===== src/rtl/menu_pkg.sv =====
// Shared types and constants for the push-button menu controller:
// FSM state encoding, default parameters and the hex-to-7-segment table.
package menu_pkg;

    typedef enum logic {
        BROWSE = 1'b0,
        DONE   = 1'b1
    } menu_state_t;

    localparam int DEFAULT_DEBOUNCE_CYCLES = 500000;
    localparam int DEFAULT_NUM_OPTIONS     = 4;

    // Active-low segments, bit 0 = segment a, bit 6 = segment g.
    localparam logic [6:0] SEG_TABLE [16] = '{
        7'b1000000, 7'b1111001, 7'b0100100, 7'b0110000,
        7'b0011001, 7'b0010010, 7'b0000010, 7'b1111000,
        7'b0000000, 7'b0010000, 7'b0001000, 7'b0000011,
        7'b1000110, 7'b0100001, 7'b0000110, 7'b0001110
    };

    function automatic logic [6:0] hex_to_seg(input logic [3:0] value);
        return SEG_TABLE[value];
    endfunction

endpackage


===== src/rtl/btn_debounce.sv =====
// One push-button channel: 2-flop synchronizer, consecutive-cycle debouncer
// and a registered rising-edge detector producing a single-cycle press pulse.
module btn_debounce
    import menu_pkg::*;
#(
    parameter int DEBOUNCE_CYCLES = DEFAULT_DEBOUNCE_CYCLES
) (
    input  logic clk,
    input  logic rst,
    input  logic btn,
    output logic pulse
);

    localparam int CNT_W = (DEBOUNCE_CYCLES > 1) ? $clog2(DEBOUNCE_CYCLES) : 1;

    logic             sync1;
    logic             sync2;
    logic             level;
    logic             level_q;
    logic [CNT_W-1:0] cnt;

    // The count only advances while the synchronized input disagrees with the
    // debounced level; a single agreeing cycle starts the qualification over.
    always_ff @(posedge clk or negedge rst) begin
        if (!rst) begin
            sync1   <= 1'b0;
            sync2   <= 1'b0;
            level   <= 1'b0;
            level_q <= 1'b0;
            cnt     <= '0;
            pulse   <= 1'b0;
        end else begin
            sync1   <= btn;
            sync2   <= sync1;
            level_q <= level;
            pulse   <= level & ~level_q;
            if (sync2 == level) begin
                cnt <= '0;
            end else if (cnt == CNT_W'(DEBOUNCE_CYCLES - 1)) begin
                level <= sync2;
                cnt   <= '0;
            end else begin
                cnt <= cnt + CNT_W'(1);
            end
        end
    end

endmodule


===== src/rtl/button_menu_ctrl.sv =====
// Three-button menu controller: browse a wrapping list of entries with up/down,
// commit or release the highlighted entry with select, and show it on a 7-seg digit.
module button_menu_ctrl
    import menu_pkg::*;
#(
    parameter int DEBOUNCE_CYCLES = DEFAULT_DEBOUNCE_CYCLES,
    parameter int NUM_OPTIONS     = DEFAULT_NUM_OPTIONS
) (
    input  logic                           clk,
    input  logic                           rst,
    input  logic                           up_btn,
    input  logic                           down_btn,
    input  logic                           select_btn,
    output logic [$clog2(NUM_OPTIONS)-1:0] sel_index,
    output logic                           selection_done,
    output logic                           mode,
    output logic                           commit_pulse,
    output logic [6:0]                     seg_idx
);

    localparam int IDX_W = $clog2(NUM_OPTIONS);
    localparam logic [IDX_W-1:0] LAST_IDX = IDX_W'(NUM_OPTIONS - 1);

    logic up_p;
    logic down_p;
    logic select_p;

    menu_state_t      state;
    menu_state_t      state_next;
    logic [IDX_W-1:0] sel_next;
    logic             mode_next;
    logic             commit_next;
    logic [6:0]       seg_next;

    btn_debounce #(.DEBOUNCE_CYCLES(DEBOUNCE_CYCLES)) u_up (
        .clk(clk), .rst(rst), .btn(up_btn), .pulse(up_p)
    );

    btn_debounce #(.DEBOUNCE_CYCLES(DEBOUNCE_CYCLES)) u_down (
        .clk(clk), .rst(rst), .btn(down_btn), .pulse(down_p)
    );

    btn_debounce #(.DEBOUNCE_CYCLES(DEBOUNCE_CYCLES)) u_select (
        .clk(clk), .rst(rst), .btn(select_btn), .pulse(select_p)
    );

    always_ff @(posedge clk or negedge rst) begin
        if (!rst) begin
            state        <= BROWSE;
            sel_index    <= '0;
            mode         <= 1'b0;
            commit_pulse <= 1'b0;
            seg_idx      <= 7'b1000000;
        end else begin
            state        <= state_next;
            sel_index    <= sel_next;
            mode         <= mode_next;
            commit_pulse <= commit_next;
            seg_idx      <= seg_next;
        end
    end

    // Select wins over up/down, so a commit always captures the pre-update index.
    always_comb begin
        state_next  = state;
        sel_next    = sel_index;
        mode_next   = mode;
        commit_next = 1'b0;
        seg_next    = hex_to_seg(4'(sel_index));
        case (state)
            BROWSE: begin
                if (select_p) begin
                    state_next  = DONE;
                    mode_next   = sel_index[0];
                    commit_next = 1'b1;
                end else if (up_p && !down_p) begin
                    sel_next = (sel_index == LAST_IDX) ? '0 : sel_index + IDX_W'(1);
                end else if (down_p && !up_p) begin
                    sel_next = (sel_index == '0) ? LAST_IDX : sel_index - IDX_W'(1);
                end
            end
            DONE: begin
                if (select_p) begin
                    state_next = BROWSE;
                end
            end
            default: state_next = BROWSE;
        endcase
    end

    assign selection_done = (state == DONE);

endmodule


===== config.mk =====
export PLATFORM = sky130hd
export DESIGN_NAME = button_menu_ctrl
export DESIGN_NICKNAME = d
export VERILOG_FILES = /design/src/rtl/menu_pkg.sv /design/src/rtl/btn_debounce.sv /design/src/rtl/button_menu_ctrl.sv
export SDC_FILE = /design/constraint.sdc
export NUM_CORES = 1
export LEC_CHECK = 0
export CAP_MARGIN = 20
export CORE_MARGIN = 3
export CORE_UTILIZATION = 45
export CTS_CLUSTER_SIZE = 14
export DETAILED_ROUTE_END_ITERATION = 12
export PLACE_DENSITY_LB_ADDON = 0.2
export SLEW_MARGIN = 10
export SYNTH_ARGS = -nofsm -noshare
export SYNTH_HDL_FRONTEND = slang
export SYNTH_SLANG_ARGS = --single-unit

===== constraint.sdc =====
create_clock -name clk -period 2.46 [get_ports clk]
set_input_delay 0.246 -clock clk [delete_from_list [all_inputs] [get_ports clk]]
set_output_delay 0.246 -clock clk [all_outputs]
set_load 0.05 [all_outputs]

Word-level counts from Yosys, hierarchy flattened
Memories as Yosys holds them, arrays and structs flattened. A register that Yosys moved wholly into a read port is not among the register bits.
Index checks and enable logic that the tools add are counted.
- bits in read-only memories: 112
- output and inout bits: 12
- register bits: 77
- memories kept: 1
- reduce and logical (&&, ||, !) cells: 12
- multiplexer cells: 14
- bitwise operators: 12
- equality and inequality tests: 7
- $add $sub $neg: 5
- memories (memory ; words ; width ; read ports ; clocked after memory_dff ; write ports ; line ; text):
    (no name shown) ; 16 ; 7 ; 1 ; 1 ; 0 ; menu_pkg.sv:22 ; return SEG_TABLE[value];
- operators with widths (cell ; number):
    two-way mux 19 bit ; 6
    adder 19 x 1 -> 19 bit, second input constant ; 3
    equality test 19 bit, second input constant ; 3
    two-way mux 2 bit ; 4
    NOT 1 bit ; 8
    AND reduction 2 bit ; 4
    NOT 2 -> 5 bit ; 1
    bitwise AND 1 bit ; 3
    equality test 1 bit ; 3
    logical NOT 1 bit ; 3
    two-way mux 1 bit ; 3
    AND reduction 3 bit ; 1
    adder 2 x 1 -> 2 bit, second input constant ; 1
    equality test 2 bit, second input constant ; 1
    logical AND 1 bit ; 2
    logical NOT 2 bit ; 1
    one-hot mux 1 bit (2 select lines) ; 1
    nonzero test 2 bit ; 1
    subtractor 2 x 1 -> 2 bit, second input constant ; 1

Longest topological paths before layout
Gate-level depths: netlist of run 1.
- word-level depth: 4
- gate-level depth with buffers: 6

Cells and area by module
Synthesis of run 1 repeated with hierarchy kept, for this count alone.
- cell total of the unflattened synthesis: 360
- area, all modules: 3862.5 um^2
- by module, submodules not included (module ; cells an instance ; times used ; area each (um^2) ; sequential area each (um^2)):
    btn_debounce ; 108 ; 3 ; 1136.1 ; 600.6
    button_menu_ctrl ; 36 ; 1 ; 454.2 ; 251.5

Worst setup path after synthesis of run 1
Ideal clock, no wire load.
- path type: register to register
- start: reg u_up.cnt[12]
- end: reg u_up.cnt[10]
- stages on the path, launching flop included: 6
- slack: 0.478 ns
- required time: 2.341 ns
- data arrival time: 1.863 ns
- cells stage by stage: dfrtp_1 > or4_1 > or4_4 > o21ai_4 > buf_4 > nor2_1
- word-level cells in the longest chain between the ends: 3
- RTL lines (item ; line ; text):
    start, declared ; btn_debounce.sv:20 ; logic [CNT_W-1:0] cnt;
    start signal, assigned ; btn_debounce.sv:43 ; cnt <= cnt + CNT_W'(1);
    equality test 19 bit ; btn_debounce.sv:39 ; end else if (cnt == CNT_W'(DEBOUNCE_CYCLES - 1)) begin
    two-way mux 19 bit ; btn_debounce.sv:39 ;
    two-way mux 19 bit ; btn_debounce.sv:37 ; if (sync2 == level) begin
No other way between the ends.
A chain may end at the register's enable or synchronous reset.

Final worst setup path of run 1
- start: reg u_up.cnt[11]
- end: reg u_up.cnt[9]
Same word-level chain as after synthesis.

==> key figures, run 1 <==
CTS
  – CTS Buf Count: 9
  – CTS tree: done
  – Setup Buffers After CTS: 0
  – Cts repair resizes: 0
  – Clock Latency Late Sink: ~360 ps
  – # clock sinks: 82
  – Root Driver: clkbuf_8
  – Clock Tree Buf Depth: 2
  – CTS H-tree depth: 3
  – Clock-pin slew of the registers on the worst-case setup and hold paths: 80 ps
  – Hold-fix buffers at CTS: 1

Detailed routing
  – Remaining DRCs: 0
  – Vias/cell: 5.24
  – Final WL: 6300 um
  – DR pass1 iterations: 4
  – Antenna viol nets, final: 0
  – Vias: 2534
  – Iter 0 DRT Violations: 100
  – Drt wl/cell: 13.0 um

Setup path
  – CP max FO: 18
  – Crit path capture type: flop
  – Crit Path Category: flop to flop
  – Type of origin of the critical path: flop
  – Critical Path AT: between 2000 and 2500 ps
  – Critical path data required time: 2680 ps

Pwr
  – Comb power frac: around 3.6%
  – Sw Pwr: 574 uW
  – Sw Ratio: 24.6%
  – Leakage power: 0.00173 uW
  – Register share of total power: 59.0%
  – Clock power frac: 37.3%
  – Max IR drop VDD: 307 uV
  – Power per cell area: 553 mW/mm2
  – Internal power: 1760 uW

Timing
  – Maximum clock rate: ~470 MHz
  – Tmin final: roughly 2100 ps
  – Setup ws final: 332 ps
  – Final Slew Violations: 0
  – Setup TNS: 0 ps
  – Worst slew pin tran: around 560 ps
  – RSZ-0062 raised after global routing: no
  – Final Setup Violations: 0
  – Headroom to the max-slew limit: 62.6%
  – Final Cycle Share: a little under 90%
  – Clk_skew: 8.82 ps
  – Final Hold Fails: 0
  – Hold_ws: 321 ps

Placed design
  – Placed insts: 467
  – Dpl hpwl: 4280 um
  – GPL Wtd Cong: between 0.7 and 0.8
  – IO Port Bufs: 15
  – Place WS: around 320 ps

Logic synthesis
  – Ys Warns: 0
  – Post-Syn Nets: 367
  – Syn Inst Count: 351
  – Synth top area cells: dfrtp_1 54%, xnor2_1 6.1%, nor2_1 4.6%
  – Yosys reg bits: 82
  – Sequential area share after synthesis: 54.8%
  – Synth top cells by count: 81 x dfrtp_1, 46 x nor2_1, 26 x xnor2_1
  – Number of synthesized flops with an enable pin: 0
  – Avg Inst Size Synth: 10.7 um2
  – Primary FF master, synth: dfrtp_1
  – Cell variety after synth: 43
  – Cell with the most instances after synthesis: dfrtp_1
  – Asr flop ratio synth: 100%
  – Mapped Area: between 0.003 and 0.004 mm2
  – Yosys top cell by area: dfrtp_1
  – Area fraction of the dominant cell type after synthesis: between 50% and 60%

Layout
  – Layout cell share with drive strength beyond 1: 9.95%
  – Non-filler instance count after layout: between 400 and 500
  – ANT cells: 0
  – Area Overhead vs Synth: 12.8%
  – Nets: approximately 400
  – Post-layout util: between 50% and 60%

Floorplanning
  – Initial Utilization: between 40% and 50%
  – Core ar.: approximately 0.0079 mm2
  – Die W: 97.2 um
  – Floorplan row count: 32
  – IO Count: 17
  – Die span in y: 97.2 um
  – Die area: ~0.0095 mm2

Status
  – Status: finished clean

GRT
  – Vias in the first global route: 2503
  – Initial antenna violation count: 0
  – First-pass GRT wire length: 11400 um
  – Largest net degree at the start of global routing: 46
  – GR Overflow Total: 0
  – GRT Util Overall: 14.6%

Min path
  – Hold Crit Class: input pin to flop

Job
  – Max-Cap Viols: 0
-- layout by cell type (no fill, tap or decap), drive strengths merged, types with 4 or more instances in the layout --
cell type	instances
nand2	16
nor2b	4
nor4	8
o31ai	7
o21ai	12
nand4	12
xnor2	26
or3	10
buf	7
clkdlybuf4s50	14
mux2	4
and4	4
a21oi	15
nor2	46
xor2	14
nand3	19
dfrtp	81
nor3	6
or4	11
ha	11
clkbuf	9
inv	21
-- path summary, 6_finish.rpt --
path                                             end  slack (ps)  cells past startpoint              startpoint
max                            u_up.cnt[9]$_DFF_PN0_         330                      4  u_up.cnt[11]$_DFF_PN0_
min                           u_down.sync1$_DFF_PN0_         320                      1                down_btn
max reg2reg                    u_up.cnt[9]$_DFF_PN0_         330                      4  u_up.cnt[11]$_DFF_PN0_
min reg2reg                   u_down.sync2$_DFF_PN0_         350                      0  u_down.sync1$_DFF_PN0_
max in group asynchronous   u_down.cnt[16]$_DFF_PN0_        1450                      3                     rst
min in group asynchronous  u_select.cnt[9]$_DFF_PN0_         390                      2                     rst
-- metal layers --
metal | GRT usage [%] | vias to the layer above | wire length, um
met1 | 19.4 | 1219 | 3080
met2 | 22.8 | 29 | 2900
met3 | 4.59 | 11 | 216
met5 | 0 | - | 0
met4 | 5.01 | 0 | 95
li1 | - | 1275 | -
-- state kept, by name, summed over array words and instances (netlist names), 2 cells and up --
signal and count:
seg_idx 5, sel_index 2, u_down.cnt 19, u_select.cnt 19
u_up.cnt 19
-- metrics by stage --
step	cell area (um2)	power (uW)
after floorplan	3740	1440
after global placement	4040	1490
after detailed placement	4040	1490
after CTS	4230	2380
after global routing	4230	2450
final	4230	2340
-- worst max-delay path, cell delays in order (launching register included) --
cell     delay [ps]
dfrtp_1         400
or4_1           520
or4_4           540
o21ai_4         420
nor2_1          110
-- power groups by stage --
stage | combinational, uW | sequential, uW | clock (uW)
after CTS | 89.0 | 1380 | 909
after floorplan | 40.3 | 1400 | 0
after global placement | 86.8 | 1410 | 0
after global routing | 99.2 | 1380 | 968
after detailed placement | 87.3 | 1410 | 0
final | 85.1 | 1380 | 872
-- cell type report --
type / instances / area, um2
Tap cell: 102 / 128
Clock buffer: 9 / 124
Multi-Input combinational cell: 242 / 1580
Fill cell: 694 / 3660
Inverter: 20 / 75.1
Sequential cell: 82 / 2050
Timing Repair Buffer: 22 / 215
Clock inverter: 7 / 53.8
-- cell families after synthesis --
logic type                 Yosys count  synth area share [%]
adders and majority gates           11                  3.68
xor gates and xnor gates            40                  9.36
muxes                                5                  1.47
DFF                                 82                  54.8
AOI/OAI and AO/OA                   35                  5.65
other                                1                 0.100
and+or+nand+nor                    150                  21.9
buffers and inverters               27                  3.07
No activity file was read; power rests on OpenSTA's default activity.
==> inputs of run 2 (changes only) <==
--- a/config.mk
+++ b/config.mk
@@ -10,8 +10,10 @@
 export CORE_UTILIZATION = 45
 export CTS_CLUSTER_SIZE = 14
 export DETAILED_ROUTE_END_ITERATION = 12
+export DONT_BUFFER_PORTS = 1
+export GPL_TIMING_DRIVEN = 0
 export PLACE_DENSITY_LB_ADDON = 0.2
-export SLEW_MARGIN = 10
+export SLEW_MARGIN = 20
 export SYNTH_ARGS = -nofsm -noshare
 export SYNTH_HDL_FRONTEND = slang
 export SYNTH_SLANG_ARGS = --single-unit
==> run 2 against run 1 <==
Against the previous run:
- worst hold slack improved by 37 ps
- critical endpoint is now u_up.cnt[10]$_DFF_PN0_
- die area is the same
- highest routed layer unchanged
- worst setup slack got worse by 43 ps
==> key figures, run 2 (synthesis results as in run 1) <==
Setup path
  – Critical R2R Launch: u_up.cnt[12]$_DFF_PN0_
  – Reg-to-Reg End: u_up.cnt[10]$_DFF_PN0_
  – Delay-heaviest family, CP: simple AND/OR/NAND/NOR gates
  – Cells on worst reg2reg path: 5
  – Critical path data required time: between 2000 and 3000 ps
  – CP max FO: 10
  – Register-to-register setup slack: just under 300 ps
  – Crit Path Category: flop to flop
  – Type of origin of the critical path: flop
  – Worst path bufs/invs: 1
  – CP max stage delay: 550 ps
  – Crit path capture type: flop
  – Critical Path AT: approximately 2400 ps
  – Critical-path cell list: or4_1 > or4_4 > o21ai_4 > buf_4 > nor2_1
  – Critical-path top delay cell: or4_4

Min path
  – Hold Crit Class: flop to flop
  – Hold Crit Depth: 0
  – Hold path start: u_up.sync1$_DFF_PN0_
  – Hold EP: u_up.sync2$_DFF_PN0_

CTS
  – Clock Latency Late Sink: 350 ps
  – Clock-pin slew of the registers on the worst-case setup and hold paths: 90 ps
  – CTS tree: done
  – Root Driver: clkbuf_8
  – # clock sinks: 82
  – CTS Buf Count: 9
  – CTS H-tree depth: 3
  – Setup Buffers After CTS: 0
  – Cts repair resizes: 0
  – Hold-fix buffers at CTS: 5
  – Clock Tree Buf Depth: 2

GRT
  – Met2 Use GR: 23.1%
  – Vias in the first global route: around 2500
  – Initial antenna violation count: 0
  – First-pass GRT wire length: between 10000 and 15000 um
  – GR Overflow Total: 0
  – Global route hottest layer: met2
  – Met1 Use GR: 19.1%
  – GR Layer Usage met3: 4.74%
  – GRT Util Overall: 14.4%
  – Largest net degree at the start of global routing: between 80 and 90

Pwr
  – Internal power: 1780 uW
  – Comb power frac: 3.5%
  – Clock power frac: 39.1%
  – Leakage power: roughly 0.0017 uW
  – Sw Pwr: 619 uW
  – Max IR drop VDD: 436 uV
  – Power per cell area: between 500 and 600 mW/mm2
  – Register share of total power: 57.4%
  – Sw Ratio: 25.8%

Detailed routing
  – Vias: 2521
  – Antenna viol nets, final: 0
  – Remaining DRCs: 0
  – Iter 0 DRT Violations: ~140
  – Vias/cell: between 5 and 6
  – DR pass1 iterations: 4
  – Final WL: 6410 um
  – Drt wl/cell: 13.5 um

Status
  – Status: finished clean

Layout
  – Most common cell after layout, fill and taps aside: dfrtp_1
  – Commonest non-fill, non-tap cells in the layout: 81 x dfrtp_1, 46 x nor2_1, 26 x xnor2_1
  – Area Overhead vs Synth: 10.4%
  – FILL cells: 700
  – Largest registers: u_down.cnt x19, u_select.cnt x19, u_up.cnt x19
  – Layout cell share with drive strength beyond 1: under 10%
  – Nets: around 380
  – ANT cells: 0
  – Non-filler instance count after layout: 474

Timing
  – Clk_skew: 10.3 ps
  – Maximum clock rate: roughly 460 MHz
  – Final Slew Violations: 0
  – Final Setup Violations: 0
  – Final Hold Fails: 0
  – Headroom to the max-slew limit: 56.3%
  – Tmin final: approximately 2200 ps
  – RSZ-0062 raised after global routing: no
  – Setup TNS: 0 ps
  – Worst slew pin tran: roughly 650 ps
  – Final Cycle Share: around nine tenths

Placed design
  – Dpl hpwl: 4330 um
  – Placed insts: 453
  – GPL Wtd Cong: ~0.86
  – IO Port Bufs: 0

Floorplanning
  – Floorplan row count: 32
  – Die W: 97.2 um
  – Core ar.: roughly 0.0079 mm2
  – Initial Utilization: between 40% and 50%
  – Die span in y: between 90 and 100 um
  – Die area: 0.00945 mm2
  – IO Count: 17

Job
  – Max-Cap Viols: 0
==> run 2: cell types whose count changed in the layout (fill, tap and decap cells not counted), sizes merged <==
cell,previous run,this run
dlygate4sd3,1,4
clkdlybuf4s50,14,0
clkinv,3,2
clkbuf,9,11
buf,7,6
inv,21,23
clkinvlp,3,2
==> run 2: cell type report <==
cell class / instances / area (um2) / share of cell area [%]
Inverter: 20 / 75.1 / 1.82
Timing Repair Buffer: 5 / 67.6 / 1.63
Multi-Input combinational cell: 242 / 1580 / 38.1
Clock buffer: 9 / 124 / 3.00
Buffer: 7 / 40.0 / 0.968
Sequential cell: 82 / 2050 / 49.7
Clock inverter: 7 / 71.3 / 1.72
Tap cell: 102 / 128 / 3.09
==> run 2: power groups by stage <==
stage               sequential, uW  clock, uW  combinational [uW]
floorplan                     1400          0                40.3
global placement              1410          0                49.2
detailed placement            1410          0                49.1
CTS                           1380        989                86.7
global route                  1380       1040                97.3
finish                        1380        939                83.2
==> run 2: worst reg2reg max path: cells and delay by family (launching register included) <==
family	cells	cell delay, ps
and+or+nand+nor	3	1140
DFF	1	420
AOI/OAI and AO/OA	1	280
buffers and inverters	1	230
==> run 2: worst max-delay path by stage <==
stage	start	endpoint	depth (start not counted)
6_report	u_up.cnt[12]$_DFF_PN0_	u_up.cnt[10]$_DFF_PN0_	5
5_1_grt	u_select.cnt[0]$_DFF_PN0_	u_select.cnt[10]$_DFF_PN0_	6
4_1_cts	u_select.cnt[0]$_DFF_PN0_	u_select.cnt[11]$_DFF_PN0_	6
3_5_place_dp	u_select.cnt[0]$_DFF_PN0_	u_select.cnt[11]$_DFF_PN0_	6
3_3_place_gp	u_select.cnt[0]$_DFF_PN0_	u_select.cnt[8]$_DFF_PN0_	6
2_1_floorplan	u_up.cnt[12]$_DFF_PN0_	u_up.cnt[10]$_DFF_PN0_	5
==> run 2: layer usage <==
metal / routed length, um / share of wire, %
met5: 0 / 0
met1: 3070 / 48
met2: 3070 / 48
met4: 31 / 0.48
met3: 235 / 3.7
==> run 2: through the flow <==
stage                     hold WS [ps]  utilization (%)  setup slack (ps)  instance area (um2)  power, uW
after floorplan                  -49.6                -               478                 3740       1440
after global placement           -46.6             49.1               262                 3870       1450
after detailed placement         -47.1             49.1               270                 3870       1460
after CTS                          362             52.4               253                 4140       2460
after global routing               362             52.4              66.6                 4140       2520
final                              358             52.4               289                 4140       2400
